===== src/rtl/signmag_decode_serial.sv =====
// signmag_decode_serial
//   Converts a two's-complement operand into sign-magnitude form.
//   Non-negative operands pass straight through in one cycle. Negative
//   operands are negated bit-serially, LSB first, using the classic
//   "copy up to and including the first 1, then invert" rule:
//   out bit = in bit XOR seen_one.
//   Latency is 1 cycle for non-negative operands and WIDTH+1 cycles for
//   negative operands.
//
// Ports
//   clk        system clock, rising edge
//   rst_n      asynchronous active-low reset
//   in_valid   in_data is valid
//   in_ready   block can accept an operand (IDLE only)
//   in_data    two's-complement operand, captured on the accept edge
//   out_valid  out_sign/out_mag hold a valid result
//   out_ready  consumer accepts the result
//   out_sign   1 = operand was negative
//   out_mag    unsigned magnitude (-2^(WIDTH-1) maps to 2^(WIDTH-1))
//   busy       high while an operand is in flight (SHIFT or DONE)

module signmag_decode_serial #(
    parameter int WIDTH = 8
) (
    input  logic             clk,
    input  logic             rst_n,
    input  logic             in_valid,
    output logic             in_ready,
    input  logic [WIDTH-1:0] in_data,
    output logic             out_valid,
    input  logic             out_ready,
    output logic             out_sign,
    output logic [WIDTH-1:0] out_mag,
    output logic             busy
);

    localparam int CW = (WIDTH > 2) ? $clog2(WIDTH) : 1;
    localparam logic [CW-1:0] LAST = CW'(WIDTH - 1);

    typedef enum logic [1:0] {
        IDLE  = 2'd0,
        SHIFT = 2'd1,
        DONE  = 2'd2
    } state_t;

    state_t           state_q;
    state_t           state_d;
    logic [WIDTH-1:0] shreg;
    logic [CW-1:0]    cnt;
    logic             seen_one;
    logic             accept;

    // One step of serial two's-complement negation: bits below and including
    // the first 1 pass unchanged, every later bit is inverted.
    function automatic logic neg_bit(input logic b, input logic seen);
        return b ^ seen;
    endfunction

    assign accept = (state_q == IDLE) && in_valid;

    // ---- state register
    always_ff @(posedge clk or negedge rst_n) begin
        if (!rst_n) begin
            state_q <= IDLE;
        end else begin
            state_q <= state_d;
        end
    end

    // ---- next-state logic
    always_comb begin
        state_d = state_q;
        case (state_q)
            IDLE: begin
                if (in_valid) begin
                    state_d = in_data[WIDTH-1] ? SHIFT : DONE;
                end
            end
            SHIFT: begin
                if (cnt == LAST) begin
                    state_d = DONE;
                end
            end
            DONE: begin
                // in_valid is not looked at here, so a handshake edge never
                // doubles as an accept edge.
                if (out_ready) begin
                    state_d = IDLE;
                end
            end
            default: state_d = IDLE;
        endcase
    end

    // ---- outputs decoded from state
    always_comb begin
        in_ready  = (state_q == IDLE);
        busy      = (state_q == SHIFT) || (state_q == DONE);
        out_valid = (state_q == DONE);
    end

    // ---- operand capture (data only, needs no reset)
    always_ff @(posedge clk) begin
        if (accept) begin
            shreg <= in_data;
        end else if (state_q == SHIFT) begin
            shreg <= {1'b0, shreg[WIDTH-1:1]};
        end
    end

    // ---- result and serial-negation control
    always_ff @(posedge clk or negedge rst_n) begin
        if (!rst_n) begin
            out_sign <= 1'b0;
            out_mag  <= '0;
            cnt      <= '0;
            seen_one <= 1'b0;
        end else if (accept) begin
            out_sign <= in_data[WIDTH-1];
            cnt      <= '0;
            seen_one <= 1'b0;
            if (!in_data[WIDTH-1]) begin
                out_mag <= in_data;
            end
        end else if (state_q == SHIFT) begin
            // Fill from the MSB side so the first (LSB) bit ends at bit 0.
            out_mag  <= {neg_bit(shreg[0], seen_one), out_mag[WIDTH-1:1]};
            seen_one <= seen_one | shreg[0];
            cnt      <= cnt + 1'b1;
        end
    end

endmodule


===== config.mk =====
export PLATFORM = sky130hd
export DESIGN_NAME = signmag_decode_serial
export DESIGN_NICKNAME = d
export VERILOG_FILES = /design/src/rtl/signmag_decode_serial.sv
export SDC_FILE = /design/constraint.sdc
export NUM_CORES = 1
export LEC_CHECK = 0
export BUFFER_PORTS_ARGS = -buffer_cell sky130_fd_sc_hd__buf_2
export CELL_PAD_IN_SITES_DETAIL_PLACEMENT = 1
export CELL_PAD_IN_SITES_GLOBAL_PLACEMENT = 1
export CORE_MARGIN = 2
export CORE_UTILIZATION = 41
export CTS_BUF_LIST = sky130_fd_sc_hd__clkbuf_16
export DETAILED_ROUTE_END_ITERATION = 8
export PLACE_DENSITY_LB_ADDON = 0.1
export SETUP_SLACK_MARGIN = 0.02
export SYNTH_ARGS = -nofsm -noshare
export SYNTH_HDL_FRONTEND = slang
export SYNTH_SLANG_ARGS = --single-unit

===== constraint.sdc =====
create_clock -name clk -period 2.2 [get_ports clk]
set_clock_uncertainty 0.1 [all_clocks]
set_input_delay 0.22 -clock clk [delete_from_list [all_inputs] [get_ports clk]]
set_output_delay 0.22 -clock clk [all_outputs]
set_load 0.01 [all_outputs]

==> results of run 1 <==
[worst max-delay path, cell delays in order (launching register included)]
cell	delay (ns)
dfrtp_1	0.39
inv_1	0.11
ha_1	0.27
nand2_2	0.26
nand2_1	0.36
[cell usage in the layout, fill, tap and decap left out]
cell and n:
xnor2_1 1, nand3_1 2, nand2_1 25, dlygate4sd3_1 1
dfrtp_1 15, o21ai_0 1, nor2_1 3, clkbuf_16 3
a21boi_4 1, inv_1 8, or2b_1 1, o32a_1 1
buf_2 23, edfxtp_1 8, and2_1 2, ha_1 6
or3_1 7, a21boi_0 1, o221a_2 8, o22ai_1 2
inv_2 1, nand2_2 1, mux2i_1 3
[worst min path at each step]
| stage | cells past startpoint | endpoint | slack [ns] |
|---|---|---|---|
| after floorplan | 0 | cnt[0]$_DFFE_PN0P_ | -0.18 |
| after global placement | 1 | state_q[1]$_DFFE_PN0P_ | 0.04 |
| after detailed placement | 1 | state_q[1]$_DFFE_PN0P_ | 0.04 |
| after CTS | 3 | shreg[2]$_DFFE_PP_ | 0.15 |
| after global routing | 3 | shreg[2]$_DFFE_PP_ | 0.16 |
| final | 3 | shreg[1]$_DFFE_PP_ | 0.15 |
[routing by layer]
metal | share of wire | vias to the layer above | routed length (um)
met4 | 0.0051 | 0 | 12
met1 | 0.46 | 377 | 1096
met3 | 0.036 | 2 | 85
li1 | - | 396 | -
met2 | 0.49 | 14 | 1169
met5 | 0 | - | 0
[cell families after synthesis]
family          after synthesis  synth area share
simple gates                 41            0.1659
buf+inv                      12           0.05156
mux                           3           0.02691
xor+xnor                      1          0.007849
flops                        23            0.5516
compound gates               14            0.1289
fa+ha+maj                     6           0.06726
[registers in the layout (all words and copies together) (netlist names)]
register	count
cnt	3
out_mag	8
state_q	2
seen_one	1
out_sign	1
shreg	8
[power by group through the flow]
stage,Clock (mW),Combinational (mW),Sequential (mW)
floorplan,0,0.574,0.777
global placement,0,0.784,0.757
detailed placement,0,0.810,0.773
CTS,0.389,0.825,0.767
global route,0.407,0.916,0.789
finish,0.376,0.812,0.764
[cell type report]
cell class	instances	area (um^2)	area share
Tap cell	30	37.54	0.02822
Sequential cell	23	615.6	0.4628
Clock buffer	3	75.07	0.05644
Timing Repair Buffer	24	125.1	0.09407
Clock inverter	1	3.754	0.002822
Multi-Input combinational cell	65	442.9	0.3330
Inverter	8	30.03	0.02258
[timing repair]
item,in CTS,in global routing
hold endpoints to repair,15,0
setup endpoints to repair,0,0
hold buffers,1,0
==> flow_summary.json, run 1 <==
{
  "status": "finished, final reports clean",
  "gr-usage-met3": 0.04884,
  "hold_path.class": "in -> reg",
  "r2r-end": "shreg[0]$_DFFE_PP_",
  "synth_top_flop_cell": "dfrtp_1",
  "crit_type": "reg -> reg",
  "endpoint": "shreg[0]$_DFFE_PP_",
  "num_vias": 789,
  "drtAntennaViolNets": 0,
  "use_met2": 0.2773,
  "setup_tns_ns": 0,
  "io_pins": 24,
  "drc": 0,
  "async_flop_share": 0.6522,
  "grt_usage": 0.1696,
  "finalCritPeriodShare": 0.8239,
  "ys_ff_latch": 23,
  "cts_resized": 0,
  "cts_tree": "built",
  "grt_pass1_wl_um": 4119,
  "worstPathRequired_ns": 2.02,
  "pwr-share-comb": 0.416,
  "wire_per_inst_um": 15.35,
  "fin_nets": 143,
  "peakVddDrop_v": 0.0008739,
  "dr.pass1.iters": 4,
  "grt_max_degree": 21,
  "reg2reg_depth": 4,
  "viasPerCell": 5.123,
  "nFillCells": 289,
  "worstHoldStart": "in_data[1]",
  "post-route-util": 0.5273,
  "finalInstanceArea_mm2": 0.001330,
  "power_density_mw_per_mm2": 1467,
  "clk_path_buf_depth": 2,
  "grt_overflow": 0,
  "cp-startpoint": "state_q[0]$_DFFE_PN0P_",
  "p_clk_frac": 0.193,
  "rsz0062_at_grt": "no",
  "cts.sinks": 23,
  "core_mm2": 0.002522,
  "initial_utilization": 0.4425,
  "synth.net_count": 118,
  "clk_pin_slew_ns": 0.06,
  "max_slew_margin": 0.7474,
  "max_cap_viol_count": 0,
  "max_freq_mhz": 551.7,
  "dp_hpwl_um": 1814,
  "postCtsSetupRepairBufs": 0,
  "netlist_instances": 100,
  "dieArea_mm2": 0.003156,
  "switching_share": 0.3538,
  "ys_seq_area_frac": 0.5516,
  "synth_area_leaders": "dfrtp_1, edfxtp_1, nand2_1",
  "antenna_found_initial": 0,
  "place_area_mm2": 0.001241,
  "whs_ns": 0.1536,
  "arrival_ns": 1.63,
  "power.internal_mw": 1.261,
  "htreeDepth": 1,
  "diodes": 0,
  "grt_pass1_vias": 852,
  "yosysWarnings": 0,
  "synth_top_area_share": 0.3363,
  "netlist-cell-type-count": 24,
  "place_ws_ns": 0.3920,
  "clk_latency_ns": 0.25,
  "r2r_start": "state_q[0]$_DFFE_PN0P_",
  "ff2ff_setup_slack_ns": 0.39,
  "met1_usage": 0.2255,
  "syn_to_final_growth_pct": 19.17,
  "worst_pin_slew_ns": 0.3789,
  "std_cell_rows": 18,
  "cts_root_buf": "clkbuf_16",
  "cp-end-kind": "flop",
  "port_buffers": 23,
  "final_hold_viol_count": 0,
  "cellLeakagePower_nw": 0.6300,
  "yosysMostFrequentCell": "nand2_1",
  "avgSynthCellArea_um2": 11.16,
  "synth_edf_count": 8,
  "cp_max_fo": 20,
  "die_w_um": 56.18,
  "synth_top_cell_by_area": "dfrtp_1",
  "worst_slack_ns": 0.3874,
  "drt_first_iter_violations": 28,
  "die-height_um": 56.18,
  "min_period_ns": 1.813,
  "p_total_mw": 1.951,
  "place_congestion": 0.7596,
  "slew_violations": 0,
  "crit_path_start_kind": "flop",
  "final_layout_size_suffix_gt1_frac": 0.2984,
  "setup_viol": 0,
  "synthTopCellsByCount": "nand2_1, dfrtp_1, edfxtp_1, o221a_2",
  "busiest_layer": "met2",
  "synth_area_mm2": 0.001116,
  "cts_buffers": 3,
  "wirelength_um": 2364,
  "seqPwrFrac": 0.391,
  "netSwitchingPower_mw": 0.6903,
  "dp.cells": 149,
  "fin_cells": 154
}
Note: power is estimated with default switching activity, not from simulation.
==> inputs of run 2 (changes only) <==
--- a/config.mk
+++ b/config.mk
@@ -9,7 +9,7 @@
 export CELL_PAD_IN_SITES_DETAIL_PLACEMENT = 1
 export CELL_PAD_IN_SITES_GLOBAL_PLACEMENT = 1
 export CORE_MARGIN = 2
-export CORE_UTILIZATION = 41
+export CORE_UTILIZATION = 37
 export CTS_BUF_LIST = sky130_fd_sc_hd__clkbuf_16
 export DETAILED_ROUTE_END_ITERATION = 8
 export PLACE_DENSITY_LB_ADDON = 0.1
==> constraint.sdc (replaced) <==
create_clock -name clk -period 1.5 [get_ports clk]
set_clock_uncertainty 0.1 [all_clocks]
set_input_delay 0.15 -clock clk [delete_from_list [all_inputs] [get_ports clk]]
set_output_delay 0.15 -clock clk [all_outputs]
set_load 0.01 [all_outputs]
==> run 2 against run 1 <==
The flow now finishes with violations (DRC); setup slack worse by 0.34 ns; fmax up 25%; clock-buffer cell count unchanged; utilization up 1.0 points; largest cell class unchanged; routed wire length up 8.5%; critical endpoint is now out_mag[3]$_DFFE_PN0P_; first-iteration DRC count down 18%; via count up 13%; non-clock buffer count up 9; sequential share of layout area down 5.5 points; clock power up 52%; register-to-register slack worse by 0.34 ns; cell area up 13%.
==> flow_summary.json, run 2 (synthesis gave the netlist of run 1 again) <==
{
  "status": "finished with violations",
  "violations": "DRC",
  "place_congestion": 0.7494,
  "htreeDepth": 1,
  "grt_pass1_vias": 930,
  "drtAntennaViolNets": 0,
  "mostFrequentLayoutCells": "nand2_1, buf_2, dfrtp_1",
  "max_cap_viol_count": 0,
  "crit_type": "reg -> reg",
  "drc": 3,
  "nFillCells": 290,
  "peakVddDrop_v": 0.001214,
  "r2r-end": "out_mag[3]$_DFFE_PN0P_",
  "port_buffers": 23,
  "diodes": 0,
  "hold_path.class": "in -> reg",
  "slew_violations": 0,
  "min_to": "shreg[1]$_DFFE_PP_",
  "dp_hpwl_um": 1919,
  "viasPerCell": 5.415,
  "setup_viol": 0,
  "cellLeakagePower_nw": 0.6852,
  "initial_utilization": 0.3979,
  "reg_top3": "out_mag (8), shreg (8), cnt (3)",
  "finalCritPeriodShare": 0.9685,
  "gr-usage-met3": 0.03516,
  "cts_root_buf": "clkbuf_16",
  "grt_overflow": 0,
  "grt_usage": 0.1640,
  "place_area_mm2": 0.001308,
  "rsz0062_at_grt": "yes",
  "worstHoldStart": "in_data[1]",
  "busiest_layer": "met2",
  "die-height_um": 58.92,
  "clk_path_buf_depth": 2,
  "core_mm2": 0.002805,
  "std_cell_rows": 19,
  "cts_buffers": 3,
  "grt_max_degree": 16,
  "use_met2": 0.2921,
  "clk_pin_slew_ns": 0.06,
  "finalInstanceArea_mm2": 0.001508,
  "final_layout_size_suffix_gt1_frac": 0.4436,
  "drt_first_iter_violations": 23,
  "arrival_ns": 1.50,
  "io_pins": 24,
  "worst_pin_slew_ns": 0.3581,
  "cts_tree": "built",
  "dieArea_mm2": 0.003472,
  "final_hold_viol_count": 0,
  "min_delay_path_depth": 3,
  "antenna_found_initial": 0,
  "worst_slack_ns": 0.04719,
  "place_ws_ns": -0.01687,
  "cp_max_fo": 8,
  "crit_path_start_kind": "flop",
  "cts.sinks": 23,
  "fin_nets": 152,
  "reg2reg_depth": 5,
  "syn_to_final_growth_pct": 35.09,
  "worstPathRequired_ns": 1.54,
  "clk_latency_ns": 0.26,
  "power_density_mw_per_mm2": 2173,
  "met1_usage": 0.1888,
  "die_w_um": 58.92,
  "cp-end-kind": "flop",
  "r2r_start": "state_q[1]$_DFFE_PN0P_",
  "grt_pass1_wl_um": 4153,
  "num_vias": 888,
  "max_freq_mhz": 688.3,
  "wire_per_inst_um": 15.65,
  "ff2ff_setup_slack_ns": 0.05,
  "min_period_ns": 1.453,
  "max_slew_margin": 0.7612,
  "wirelength_um": 2566,
  "dr.pass1.iters": 6
}
==> run 2: changes by cell type in the layout (fill, tap and decap cells not counted), sizes merged <==
| cell | before | now |
|---|---|---|
| buf | 23 | 32 |
==> run 2: per-layer routing <==
layer,up-vias,part of all wire
li1,416,-
met1,443,0.40
met2,24,0.53
met3,5,0.049
met4,0,0.018
met5,-,0
==> run 2: per-stage QoR <==
step	power, mW	instances	hold slack (ns)	utilization	setup TNS (ns)
final	3.277	164	0.08210	0.5375	0
after global routing	3.520	164	0.1024	0.5375	-0.01475
after CTS	3.092	160	0.07702	0.4987	0
after detailed placement	2.492	155	-0.01987	0.4661	-0.01687
after global placement	2.440	155	-0.02333	0.4661	-0.01039
after floorplan	2.083	100	-0.2456	-	0
==> run 2: worst max path at each step <==
stage	cells after the start	from	slack, ns	end
global route	5	state_q[0]$_DFFE_PN0P_	-0.007	out_mag[3]$_DFFE_PN0P_
floorplan	6	state_q[1]$_DFFE_PN0P_	0.03	state_q[1]$_DFFE_PN0P_
detailed placement	5	state_q[1]$_DFFE_PN0P_	-0.02	state_q[1]$_DFFE_PN0P_
finish	5	state_q[1]$_DFFE_PN0P_	0.05	out_mag[3]$_DFFE_PN0P_
CTS	5	state_q[1]$_DFFE_PN0P_	0.02	state_q[1]$_DFFE_PN0P_
global placement	5	state_q[1]$_DFFE_PN0P_	-0.01	state_q[1]$_DFFE_PN0P_
==> run 2: report_power, final <==
group          switching (mW)  total [mW]  internal [mW]
logic                   0.824        1.59          0.764
registers               0.134        1.12          0.984
clock network           0.215       0.571          0.356
total                    1.17        3.28           2.10
==> run 2: area by class of cell <==
| class | instances | area, um^2 | share of cell area |
|---|---|---|---|
| repair buffers | 33 | 200.2 | 0.1328 |
| flip-flops and latches | 23 | 615.6 | 0.4083 |
| clock inverters | 1 | 3.754 | 0.002490 |
| multi-input cells | 65 | 539.3 | 0.3577 |
| well taps | 31 | 38.79 | 0.02573 |
| clock buffers | 3 | 75.07 | 0.04979 |
| inverters | 8 | 35.03 | 0.02324 |
==> run 2: what timing repair did <==
action | CTS | global route
hold buffers | 1 | 0
pin swaps | 0 | 6
resized for setup | 1 | 16
buffers inserted | 0 | 4
endpoints found under the hold margin | 15 | 0
setup endpoints to repair | 9 | 25
==> run 2: critical path: stages (launching register included) <==
cell and delay [ns]:
dfrtp_1 0.39, inv_2 0.10, ha_4 0.19, nand3_2 0.08, a21boi_4 0.17, o221a_2 0.30
==> inputs of run 3 (changes only) <==
--- a/config.mk
+++ b/config.mk
@@ -13,6 +13,7 @@
 export CTS_BUF_LIST = sky130_fd_sc_hd__clkbuf_16
 export DETAILED_ROUTE_END_ITERATION = 8
 export PLACE_DENSITY_LB_ADDON = 0.1
+export RECOVER_POWER = 100
 export SETUP_SLACK_MARGIN = 0.02
 export SYNTH_ARGS = -nofsm -noshare
 export SYNTH_HDL_FRONTEND = slang
==> run 3 against run 2 <==
The run still ends with DRC left; non-clock buffer count did not move; register-to-register slack hardly changed; global-route usage stayed put; critical path type unchanged; largest power group unchanged.
==> flow_summary.json, run 3 (synthesis gave the netlist of run 1 again) <==
{
  "grt_overflow": 0,
  "drt_first_iter_violations": 23,
  "grt_usage": 0.1640,
  "dieArea_mm2": 0.003472,
  "final_hold_viol_count": 0,
  "setup_viol": 0,
  "regArea_um2": 615.6,
  "antenna_found_initial": 0,
  "arrival_ns": 1.50,
  "reg_top3": "out_mag (8), shreg (8), cnt (3)",
  "wirelength_um": 2572,
  "drtAntennaViolNets": 0,
  "multiInputGateArea_um2": 539.3,
  "finalCritPeriodShare": 0.9690,
  "power_density_mw_per_mm2": 2178,
  "ff2ff_setup_slack_ns": 0.05,
  "viasPerCell": 5.396,
  "cp-startpoint": "state_q[1]$_DFFE_PN0P_",
  "slowest_stage": "dfrtp_1",
  "max_slew_margin": 0.4272,
  "core_mm2": 0.002805,
  "met1_usage": 0.1888,
  "htreeDepth": 1,
  "crit_type": "reg -> reg",
  "wire_per_inst_um": 15.68,
  "fin_nets": 152,
  "grt_pass1_vias": 930,
  "cts_buffers": 3,
  "dp.cells": 155,
  "worst-path-buf-inv": 1,
  "rsz0062_at_grt": "yes",
  "hold_path.class": "in -> reg",
  "min_period_ns": 1.454,
  "path_cells": "inv_2 -> ha_4 -> nand3_2 -> a21boi_4 -> o221a_2",
  "grt_pass1_wl_um": 4153,
  "clk_path_buf_depth": 2,
  "max_cap_viol_count": 0,
  "path_delay_family": "compound AO/OA/AOI/OAI gates",
  "initial_utilization": 0.3979,
  "num_vias": 885,
  "nFillCells": 293,
  "slew_violations": 0,
  "endpoint": "out_mag[3]$_DFFE_PN0P_",
  "io_pins": 24,
  "clk_latency_ns": 0.26,
  "gr-usage-met3": 0.03516,
  "reg2reg_depth": 5,
  "cp_num_cells": 5,
  "clk_pin_slew_ns": 0.06,
  "violations": "DRC",
  "fin_cells": 164,
  "std_cell_rows": 19,
  "cellLeakagePower_nw": 0.6619,
  "crit_path_start_kind": "flop",
  "die_w_um": 58.92,
  "status": "finished with violations",
  "cp_max_fo": 8,
  "cts_tree": "built",
  "die-height_um": 58.92,
  "worst_pin_slew_ns": 0.8591,
  "final_layout_size_suffix_gt1_frac": 0.3684,
  "use_met2": 0.2921,
  "mostFrequentLayoutCells": "nand2_1, dfrtp_1, buf_2",
  "peakVddDrop_v": 0.001213,
  "busiest_layer": "met2",
  "final_common_cell": "nand2_1",
  "dr.pass1.iters": 6,
  "dp_hpwl_um": 1919,
  "r2r-end": "out_mag[3]$_DFFE_PN0P_",
  "grt_max_degree": 16,
  "port_buffers": 23,
  "whs_ns": 0.08207,
  "drc": 3,
  "cp-end-kind": "flop",
  "cts_root_buf": "clkbuf_16",
  "place_congestion": 0.7494,
  "max_freq_mhz": 688.0,
  "r2r_start": "state_q[1]$_DFFE_PN0P_",
  "worstPathRequired_ns": 1.54,
  "cts.sinks": 23,
  "cpPeakStageDelay_ns": 0.39,
  "diodes": 0,
  "syn_to_final_growth_pct": 33.97
}
[run 3: cell types whose count changed in the layout (fill, tap and decap cells not counted)]
cell      change
clkbuf_1     +10
buf_2        -10
[run 3: timing repair]
| item | 4_1_cts | 5_1_grt |
|---|---|---|
| pin swaps | 0 | 6 |
| hold buffers | 1 | 0 |
| setup buffers | 0 | 4 |
| resized for setup | 1 | 16 |
| hold endpoints to repair | 15 | 0 |
| endpoints found under the setup margin | 9 | 25 |
| cloned | 0 | 0 |
[run 3: stage by stage]
step             util  TNS [ns]  setup WS [ns]  area [um^2]  power [mW]
6_report       0.5330         0        0.04647         1495       3.256
4_1_cts        0.4987         0        0.01580         1399       3.092
3_3_place_gp   0.4661  -0.01039       -0.01039         1308       2.440
3_5_place_dp   0.4661  -0.01687       -0.01687         1308       2.492
2_1_floorplan       -         0        0.02580         1146       2.083
5_1_grt        0.5330  -0.01474      -0.007483         1495       3.498
[run 3: per-layer routing]
metal	vias to the layer above	wire (um)
li1	416	-
met1	440	1032
met2	24	1364
met3	5	129
met4	0	46
met5	-	0
[run 3: worst min-delay path, cell delays in order]
cell	delay (ns)
buf_2	0.09
nand2_1	0.04
nand2_1	0.05
[run 3: layout make-up]
class | instances | share of cell area
tap | 31 | 0.02594
inverter | 8 | 0.02343
timing repair buffer | 33 | 0.1255
sequential | 23 | 0.4117
multi-input combinational | 65 | 0.3607
clock buffer | 3 | 0.05021
clock inverter | 1 | 0.002510
[run 3: worst min path at each step]
stage	from	to	slack (ns)	depth (start not counted)
2_1_floorplan	rst_n	cnt[0]$_DFFE_PN0P_	-0.25	0
3_3_place_gp	rst_n	out_mag[2]$_DFFE_PN0P_	-0.02	1
3_5_place_dp	rst_n	out_mag[2]$_DFFE_PN0P_	-0.02	1
4_1_cts	in_data[1]	shreg[1]$_DFFE_PP_	0.08	3
5_1_grt	in_data[3]	shreg[3]$_DFFE_PP_	0.10	3
6_report	in_data[1]	shreg[1]$_DFFE_PP_	0.08	3
[run 3: report_power, final]
group | total (mW) | internal (mW) | switching (mW)
Sequential | 1.12 | 0.984 | 0.137
Combinational | 1.56 | 0.739 | 0.825
Clock | 0.570 | 0.356 | 0.214
Total | 3.26 | 2.08 | 1.18
